$ cat src/rtl/systolic_pe_if.sv
// Bus bundle for one systolic PE: west/north operands in, east/south forwards out,
// plus control and the OS result port.
interface systolic_pe_if #(
  parameter int unsigned DATA_WIDTH = 8,
  parameter int unsigned ACC_WIDTH  = 20
);
  logic                  EN;
  logic                  MODE;
  logic                  SIGNED_MODE;
  logic                  LoadWeight;
  logic                  LastIn;
  logic [DATA_WIDTH-1:0] InputIn;
  logic [DATA_WIDTH-1:0] WeightIn;
  logic [ACC_WIDTH-1:0]  PsumIn;
  logic [DATA_WIDTH-1:0] InputOut;
  logic [DATA_WIDTH-1:0] WeightOut;
  logic                  LastOut;
  logic [ACC_WIDTH-1:0]  PsumOut;
  logic [ACC_WIDTH-1:0]  Result;
  logic                  ResultValid;
  logic                  ResultOvf;

  modport master (
    output EN, MODE, SIGNED_MODE, LoadWeight, LastIn, InputIn, WeightIn, PsumIn,
    input  InputOut, WeightOut, LastOut, PsumOut, Result, ResultValid, ResultOvf
  );

  modport slave (
    input  EN, MODE, SIGNED_MODE, LoadWeight, LastIn, InputIn, WeightIn, PsumIn,
    output InputOut, WeightOut, LastOut, PsumOut, Result, ResultValid, ResultOvf
  );
endinterface

$ cat src/rtl/systolic_pe.sv
// Multiply-accumulate PE: output-stationary accumulation with LastIn capture, or
// weight-stationary partial-sum chaining; saturating arithmetic, signed or unsigned.
module systolic_pe #(
  parameter int unsigned DATA_WIDTH = 8,
  parameter int unsigned ACC_WIDTH  = 20
) (
  input  logic          CLK,
  input  logic          ASYNC_RST,
  input  logic          SYNC_RST,
  systolic_pe_if.slave  bus
);

  typedef enum logic {MODE_OS = 1'b0, MODE_WS = 1'b1} mode_e;

  localparam int unsigned PW = 2 * DATA_WIDTH;

  mode_e                 mode_q, mode_d, req_mode;
  logic [DATA_WIDTH-1:0] in_q, in_d, wo_q, wo_d, sw_q, sw_d;
  logic                  lo_q, lo_d, rv_q, rv_d, rovf_q, rovf_d, oacc_q, oacc_d;
  logic [ACC_WIDTH-1:0]  psum_q, psum_d, res_q, res_d, acc_q, acc_d;

  logic [DATA_WIDTH-1:0] op;
  logic [PW-1:0]         a_ext, b_ext, prod;
  logic [ACC_WIDTH-1:0]  addend, mac_sum;
  logic                  mac_ovf;

  // Returns {ovf, clamped sum}; one guard bit detects overflow in either signedness.
  function automatic logic [ACC_WIDTH:0] sat_add(input logic [ACC_WIDTH-1:0] a,
                                                 input logic [PW-1:0]        p,
                                                 input logic                 sgn);
    logic [ACC_WIDTH:0] sum;
    sum = {sgn & a[ACC_WIDTH-1], a} + {{(ACC_WIDTH + 1 - PW){sgn & p[PW-1]}}, p};
    if (sgn) begin
      if (sum[ACC_WIDTH] != sum[ACC_WIDTH-1])
        return sum[ACC_WIDTH] ? {1'b1, 1'b1, {(ACC_WIDTH-1){1'b0}}}
                              : {1'b1, 1'b0, {(ACC_WIDTH-1){1'b1}}};
      return {1'b0, sum[ACC_WIDTH-1:0]};
    end
    if (sum[ACC_WIDTH])
      return {1'b1, {ACC_WIDTH{1'b1}}};
    return {1'b0, sum[ACC_WIDTH-1:0]};
  endfunction

  always_comb begin
    req_mode = mode_e'(bus.MODE);
    op       = (req_mode == MODE_WS) ? sw_q : bus.WeightIn;
    a_ext    = {{DATA_WIDTH{bus.SIGNED_MODE & bus.InputIn[DATA_WIDTH-1]}}, bus.InputIn};
    b_ext    = {{DATA_WIDTH{bus.SIGNED_MODE & op[DATA_WIDTH-1]}}, op};
    // Truncated product of sign-extended operands equals the two's-complement product.
    prod     = a_ext * b_ext;
    addend   = (req_mode == MODE_WS) ? bus.PsumIn : acc_q;
    {mac_ovf, mac_sum} = sat_add(addend, prod, bus.SIGNED_MODE);
  end

  always_comb begin
    mode_d = mode_q;
    in_d   = in_q;
    wo_d   = wo_q;
    lo_d   = lo_q;
    sw_d   = sw_q;
    psum_d = psum_q;
    res_d  = res_q;
    rv_d   = 1'b0;
    rovf_d = rovf_q;
    acc_d  = acc_q;
    oacc_d = oacc_q;

    if (SYNC_RST) begin
      mode_d = MODE_OS;
      in_d   = '0;
      wo_d   = '0;
      lo_d   = 1'b0;
      psum_d = '0;
      res_d  = '0;
      rovf_d = 1'b0;
      acc_d  = '0;
      oacc_d = 1'b0;
    end else if (bus.EN) begin
      in_d   = bus.InputIn;
      wo_d   = bus.WeightIn;
      lo_d   = bus.LastIn;
      mode_d = req_mode;
      if (req_mode == MODE_OS)
        psum_d = '0;
      if (req_mode != mode_q) begin
        acc_d  = '0;
        oacc_d = 1'b0;
      end else if (req_mode == MODE_OS) begin
        if (bus.LastIn) begin
          res_d  = mac_sum;
          rovf_d = oacc_q | mac_ovf;
          rv_d   = 1'b1;
          acc_d  = '0;
          oacc_d = 1'b0;
        end else begin
          acc_d  = mac_sum;
          oacc_d = oacc_q | mac_ovf;
        end
      end else if (bus.LoadWeight) begin
        sw_d   = bus.WeightIn;
        psum_d = bus.PsumIn;
      end else begin
        psum_d = mac_sum;
      end
    end
  end

  always_ff @(posedge CLK or posedge ASYNC_RST) begin
    if (ASYNC_RST) begin
      mode_q <= MODE_OS;
      in_q   <= '0;
      wo_q   <= '0;
      lo_q   <= 1'b0;
      sw_q   <= '0;
      psum_q <= '0;
      res_q  <= '0;
      rv_q   <= 1'b0;
      rovf_q <= 1'b0;
      acc_q  <= '0;
      oacc_q <= 1'b0;
    end else begin
      mode_q <= mode_d;
      in_q   <= in_d;
      wo_q   <= wo_d;
      lo_q   <= lo_d;
      sw_q   <= sw_d;
      psum_q <= psum_d;
      res_q  <= res_d;
      rv_q   <= rv_d;
      rovf_q <= rovf_d;
      acc_q  <= acc_d;
      oacc_q <= oacc_d;
    end
  end

  assign bus.InputOut    = in_q;
  assign bus.WeightOut   = wo_q;
  assign bus.LastOut     = lo_q;
  assign bus.PsumOut     = psum_q;
  assign bus.Result      = res_q;
  assign bus.ResultValid = rv_q;
  assign bus.ResultOvf   = rovf_q;

endmodule

$ cat src/flat_wrapper.sv
// flat-port wrapper written by rule: the top's interface ports become plain ports
module systolic_pe_flat 
#(
  parameter int unsigned DATA_WIDTH = 8,
  parameter int unsigned ACC_WIDTH  = 20
)
  (CLK, ASYNC_RST, SYNC_RST, bus_EN, bus_MODE, bus_SIGNED_MODE, bus_LoadWeight, bus_LastIn, bus_InputIn, bus_WeightIn, bus_PsumIn, bus_InputOut, bus_WeightOut, bus_LastOut, bus_PsumOut, bus_Result, bus_ResultValid, bus_ResultOvf);
  systolic_pe_if #(.DATA_WIDTH(DATA_WIDTH), .ACC_WIDTH(ACC_WIDTH)) bus_i ();
  input  logic CLK;
  input  logic ASYNC_RST;
  input  logic SYNC_RST;
  input wire logic [$bits(bus_i.EN)-1:0] bus_EN;
  input wire logic [$bits(bus_i.MODE)-1:0] bus_MODE;
  input wire logic [$bits(bus_i.SIGNED_MODE)-1:0] bus_SIGNED_MODE;
  input wire logic [$bits(bus_i.LoadWeight)-1:0] bus_LoadWeight;
  input wire logic [$bits(bus_i.LastIn)-1:0] bus_LastIn;
  input wire logic [$bits(bus_i.InputIn)-1:0] bus_InputIn;
  input wire logic [$bits(bus_i.WeightIn)-1:0] bus_WeightIn;
  input wire logic [$bits(bus_i.PsumIn)-1:0] bus_PsumIn;
  output wire logic [$bits(bus_i.InputOut)-1:0] bus_InputOut;
  output wire logic [$bits(bus_i.WeightOut)-1:0] bus_WeightOut;
  output wire logic [$bits(bus_i.LastOut)-1:0] bus_LastOut;
  output wire logic [$bits(bus_i.PsumOut)-1:0] bus_PsumOut;
  output wire logic [$bits(bus_i.Result)-1:0] bus_Result;
  output wire logic [$bits(bus_i.ResultValid)-1:0] bus_ResultValid;
  output wire logic [$bits(bus_i.ResultOvf)-1:0] bus_ResultOvf;
  assign bus_i.EN = bus_EN;
  assign bus_i.MODE = bus_MODE;
  assign bus_i.SIGNED_MODE = bus_SIGNED_MODE;
  assign bus_i.LoadWeight = bus_LoadWeight;
  assign bus_i.LastIn = bus_LastIn;
  assign bus_i.InputIn = bus_InputIn;
  assign bus_i.WeightIn = bus_WeightIn;
  assign bus_i.PsumIn = bus_PsumIn;
  assign bus_InputOut = bus_i.InputOut;
  assign bus_WeightOut = bus_i.WeightOut;
  assign bus_LastOut = bus_i.LastOut;
  assign bus_PsumOut = bus_i.PsumOut;
  assign bus_Result = bus_i.Result;
  assign bus_ResultValid = bus_i.ResultValid;
  assign bus_ResultOvf = bus_i.ResultOvf;
  systolic_pe #(.DATA_WIDTH(DATA_WIDTH), .ACC_WIDTH(ACC_WIDTH)) u_core (.CLK(CLK), .ASYNC_RST(ASYNC_RST), .SYNC_RST(SYNC_RST), .bus(bus_i));
endmodule
$ cat config.mk
export PLATFORM = sky130hd
export DESIGN_NAME = systolic_pe_flat
export DESIGN_NICKNAME = d
export VERILOG_FILES = /design/src/rtl/systolic_pe_if.sv /design/src/rtl/systolic_pe.sv /design/src/flat_wrapper.sv
export SDC_FILE = /design/constraint.sdc
export NUM_CORES = 1
export LEC_CHECK = 0
export ABC_AREA = 1
export CORE_UTILIZATION = 56
export DETAILED_ROUTE_END_ITERATION = 16
export DONT_BUFFER_PORTS = 1
export GPL_TIMING_DRIVEN = 0
export PLACE_DENSITY_LB_ADDON = 0.08
export SYNTH_ARGS = -nofsm -noshare
export SYNTH_HDL_FRONTEND = slang
export SYNTH_SLANG_ARGS = --single-unit
$ cat constraint.sdc
create_clock -name CLK -period 14.3 [get_ports CLK]
set_clock_uncertainty 0.1 [all_clocks]
set_input_delay 2.86 -clock CLK [delete_from_list [all_inputs] [get_ports CLK]]
set_output_delay 2.86 -clock CLK [all_outputs]
set_load 0.02 [all_outputs]
==> impl_metrics.csv <==
group,metric,value,unit
cells_and_area,fill_cells,1419,
cells_and_area,layout_common_cells,"395 x nand2_1, 202 x inv_1, 119 x nor2_1",
cells_and_area,final_common_cell,"nand2_1",
cells_and_area,finalNetCount,1414,
place,port_buffers,0,
route,drtIter0Drc,589,
timing,timing.fmax,0.09186,GHz
floorplanning,dieArea,15970,sq um
timing,slew_viol_final,0,
route,via_count,7831,
synth,synthDistinctLibCells,41,
pwr,p_total,0.002071,W
clock_network,cts_buffer_depth,2,
timing,fin_crit,10.89,ns
synth,synth-edff-count,0,
place,gp_congestion,0.9390,
floorplanning,row_count,45,
route,drc,0,
global_route,grt_antenna_before_repair,0,
critical_path,timing.critical_path.buf_inv,8,
synth,synthesis.nets,1402,
route,via_per_inst,5.408,
critical_path,cp-start-kind,"input pin",
route,detail-route-antenna-nets,0,
floorplanning,die_h,126.4,um
place,hpwlAfterDp,18160,um
floorplanning,fp.dieW,126.4,um
critical_path,critPathCaptureType,"flip-flop",
critical_path,max_stage_delay,0.55,ns
synth,async_reset_ff_share,100.0,%
critical_path,required,14.45,ns
synth,ys_ff_latch,89,
global_route,grt_start_max_net_pins,61,
synth,yosysWarningCount,0,
pwr,p_leak,5.093,nW
floorplanning,io_pins,103,
critical_path,critPathMaxFanout,10,
synth,synth_ff_type,"dfrtp_1",
clock_network,clkTransAtPathRegs,0.07,ns
synth,avgSynthCellArea,6.969,sq um
clock_network,clkLatencyLatePin,0.35,ns
clock_network,cts-root-buf,"clkbuf_16",
timing,setup-tns-final,0,ns
route,drt-wirelength-per-cell,15.62,um
global_route,grt_pass1_vias,7599,
critical_path,arrival,11.04,ns
job,cap_violations,0,
global_route,grt_usage,30.16,%
timing,rsz0062_at_grt,"no",
cells_and_area,diodes,0,
pwr,peakVddDrop,0.1356,mV
pwr,cellPowerDensity,224.4,nW/um^2
critical_path,crit_path_frequent_cell,"nand2_1",
global_route,grt_pass1_wl,37460,um
critical_path,cp_slowest_cell,"fa_1",
route,detail_route.first_pass.iterations,5,
clock_network,h-tree-depth,3,
clock_network,cts_tree,"yes",
clock_network,ctsHoldBuffers,0,
clock_network,post-cts-setup-buffer-count,0,
timing,hold_viol,0,
timing,worst_pin_slew,0.9887,ns
timing,slew-limit-headroom,33.65,%
clock_network,cts.sinks,89,
status,status,"complete, no violations",
global_route,grt_overflow,0,
clock_network,cts_inserted_buffers,9,
timing,period_share,76.13,%
route,drt_wl_total,22620,um
floorplanning,start_util,57.19,%
floorplanning,core-area,15150,sq um
clock_network,cts_resized,0,
cells_and_area,syn2layout_area_growth,6.572,%
synth,syn_inst,1243,
hold_path,holdCritPathClass,"flip-flop to flip-flop",
synth,yosysSeqAreaShare,25.71,%
cells_and_area,layout-drive-gt1-share,4.365,%
synth,syn_area,8662,sq um
critical_path,setup.worst_path.class,"input pin to flip-flop",
timing,setup_viol,0,
critical_path,critPathTopFamily,"adder cells",
## cells in the mapped netlist, types with 7 or more instances
| master | count | share of area, % |
|---|---|---|
| dfrtp_1 | 89 | 26 |
| inv_1 | 203 | 8.8 |
| clkbuf_1 | 34 | 1.5 |
| o21ai_2 | 10 | 1.0 |
| nand3_1 | 54 | 3.1 |
| xnor2_1 | 10 | 1.0 |
| o22ai_1 | 19 | 1.4 |
| nor2_1 | 119 | 5.2 |
| a21oi_1 | 25 | 1.4 |
| xor2_1 | 14 | 1.4 |
| ha_1 | 51 | 7.4 |
| o21ai_0 | 83 | 4.8 |
| fa_1 | 64 | 15 |
| or2_2 | 7 | 0.51 |
| nand2_1 | 395 | 17 |
| o21ai_1 | 14 | 0.81 |
## state kept, by name, indices dropped and copies added, names as in the netlist, 8 cells and up
name and cells:
u_core.bus.InputOut 8, u_core.bus.Result 20, u_core.sw_q 8, u_core.bus.PsumOut 20
u_core.bus.WeightOut 8, u_core.acc_q 20
## path summary, 6_finish.rpt
kind | startpoint | end | slack, ns | cells after the start
hold / removal | u_core.sw_q[2]$_DFFE_PP0P_ | u_core.sw_q[2]$_DFFE_PP0P_ | 0.38 | 2
min in group asynchronous | ASYNC_RST | u_core.bus.PsumOut[11]$_DFFE_PP0N_ | 2.27 | 1
setup reg to reg | u_core.sw_q[3]$_DFFE_PP0P_ | u_core.bus.PsumOut[1]$_DFFE_PP0N_ | 6.25 | 41
hold reg to reg | u_core.sw_q[2]$_DFFE_PP0P_ | u_core.sw_q[2]$_DFFE_PP0P_ | 0.38 | 2
setup / recovery | bus_MODE | u_core.bus.PsumOut[1]$_DFFE_PP0N_ | 3.41 | 43
max in group asynchronous | ASYNC_RST | u_core.acc_q[4]$_DFFE_PP0P_ | 11.20 | 2
## kinds of logic after synthesis
group                    synth area share, %
adder cells (fa/ha/maj)                22.16
AO/OA/AOI/OAI                          10.85
flip-flops                             25.71
AND/OR/NAND/NOR                        27.66
XOR/XNOR                               2.427
buffers and inverters                  11.19
## metrics by stage
step / hold WS, ns / setup WS [ns] / cell area [sq um] / std cells / utilization [%]
global route: 0.3975 / 2.479 / 9231 / 1448 / 60.95
global placement: 0.3595 / 3.134 / 8897 / 1431 / 58.74
CTS: 0.3835 / 3.418 / 9231 / 1448 / 60.95
floorplan: 0.3457 / 4.545 / 8662 / 1243 / -
detailed placement: 0.3675 / 3.048 / 8927 / 1432 / 58.94
finish: 0.3785 / 3.414 / 9231 / 1448 / 60.95
## report_power, final
group          leakage, nW  internal [W]  switching [W]
Sequential            1.21      0.000282      0.0000431
Combinational         3.74      0.000551       0.000944
Clock                0.145      0.000138       0.000112
Total                 5.09      0.000972        0.00110
## worst reg2reg max path, delay by kind of cell, from the launching register on
kind / cells / cell delay (ns)
adders and majority gates: 7 / 3.16
and+or+nand+nor: 20 / 2.03
AOI/OAI and AO/OA: 7 / 1.72
buffers and inverters: 6 / 0.43
DFF: 1 / 0.38
xor gates and xnor gates: 1 / 0.13
## metal layers
metal / up-vias / track usage, % / routed length, um
met5: - / 0 / 0
li1: 3868 / - / -
met2: 215 / 47.71 / 10130
met1: 3711 / 41.40 / 10480
met3: 37 / 6.706 / 1514
met4: 0 / 9.355 / 495
## final cells by class
cell class / count / area [sq um] / share of cell area (%)
Multi-Input combinational cell: 901 / 5465 / 59.20
Sequential cell: 89 / 2227 / 24.13
Inverter: 209 / 787.0 / 8.525
Tap cell: 188 / 235.2 / 2.548
Clock buffer: 10 / 229.0 / 2.480
Buffer: 44 / 185.2 / 2.006
Clock inverter: 6 / 75.07 / 0.8132
Timing Repair Buffer: 1 / 27.53 / 0.2982
Power figures use the tool's default switching activity.
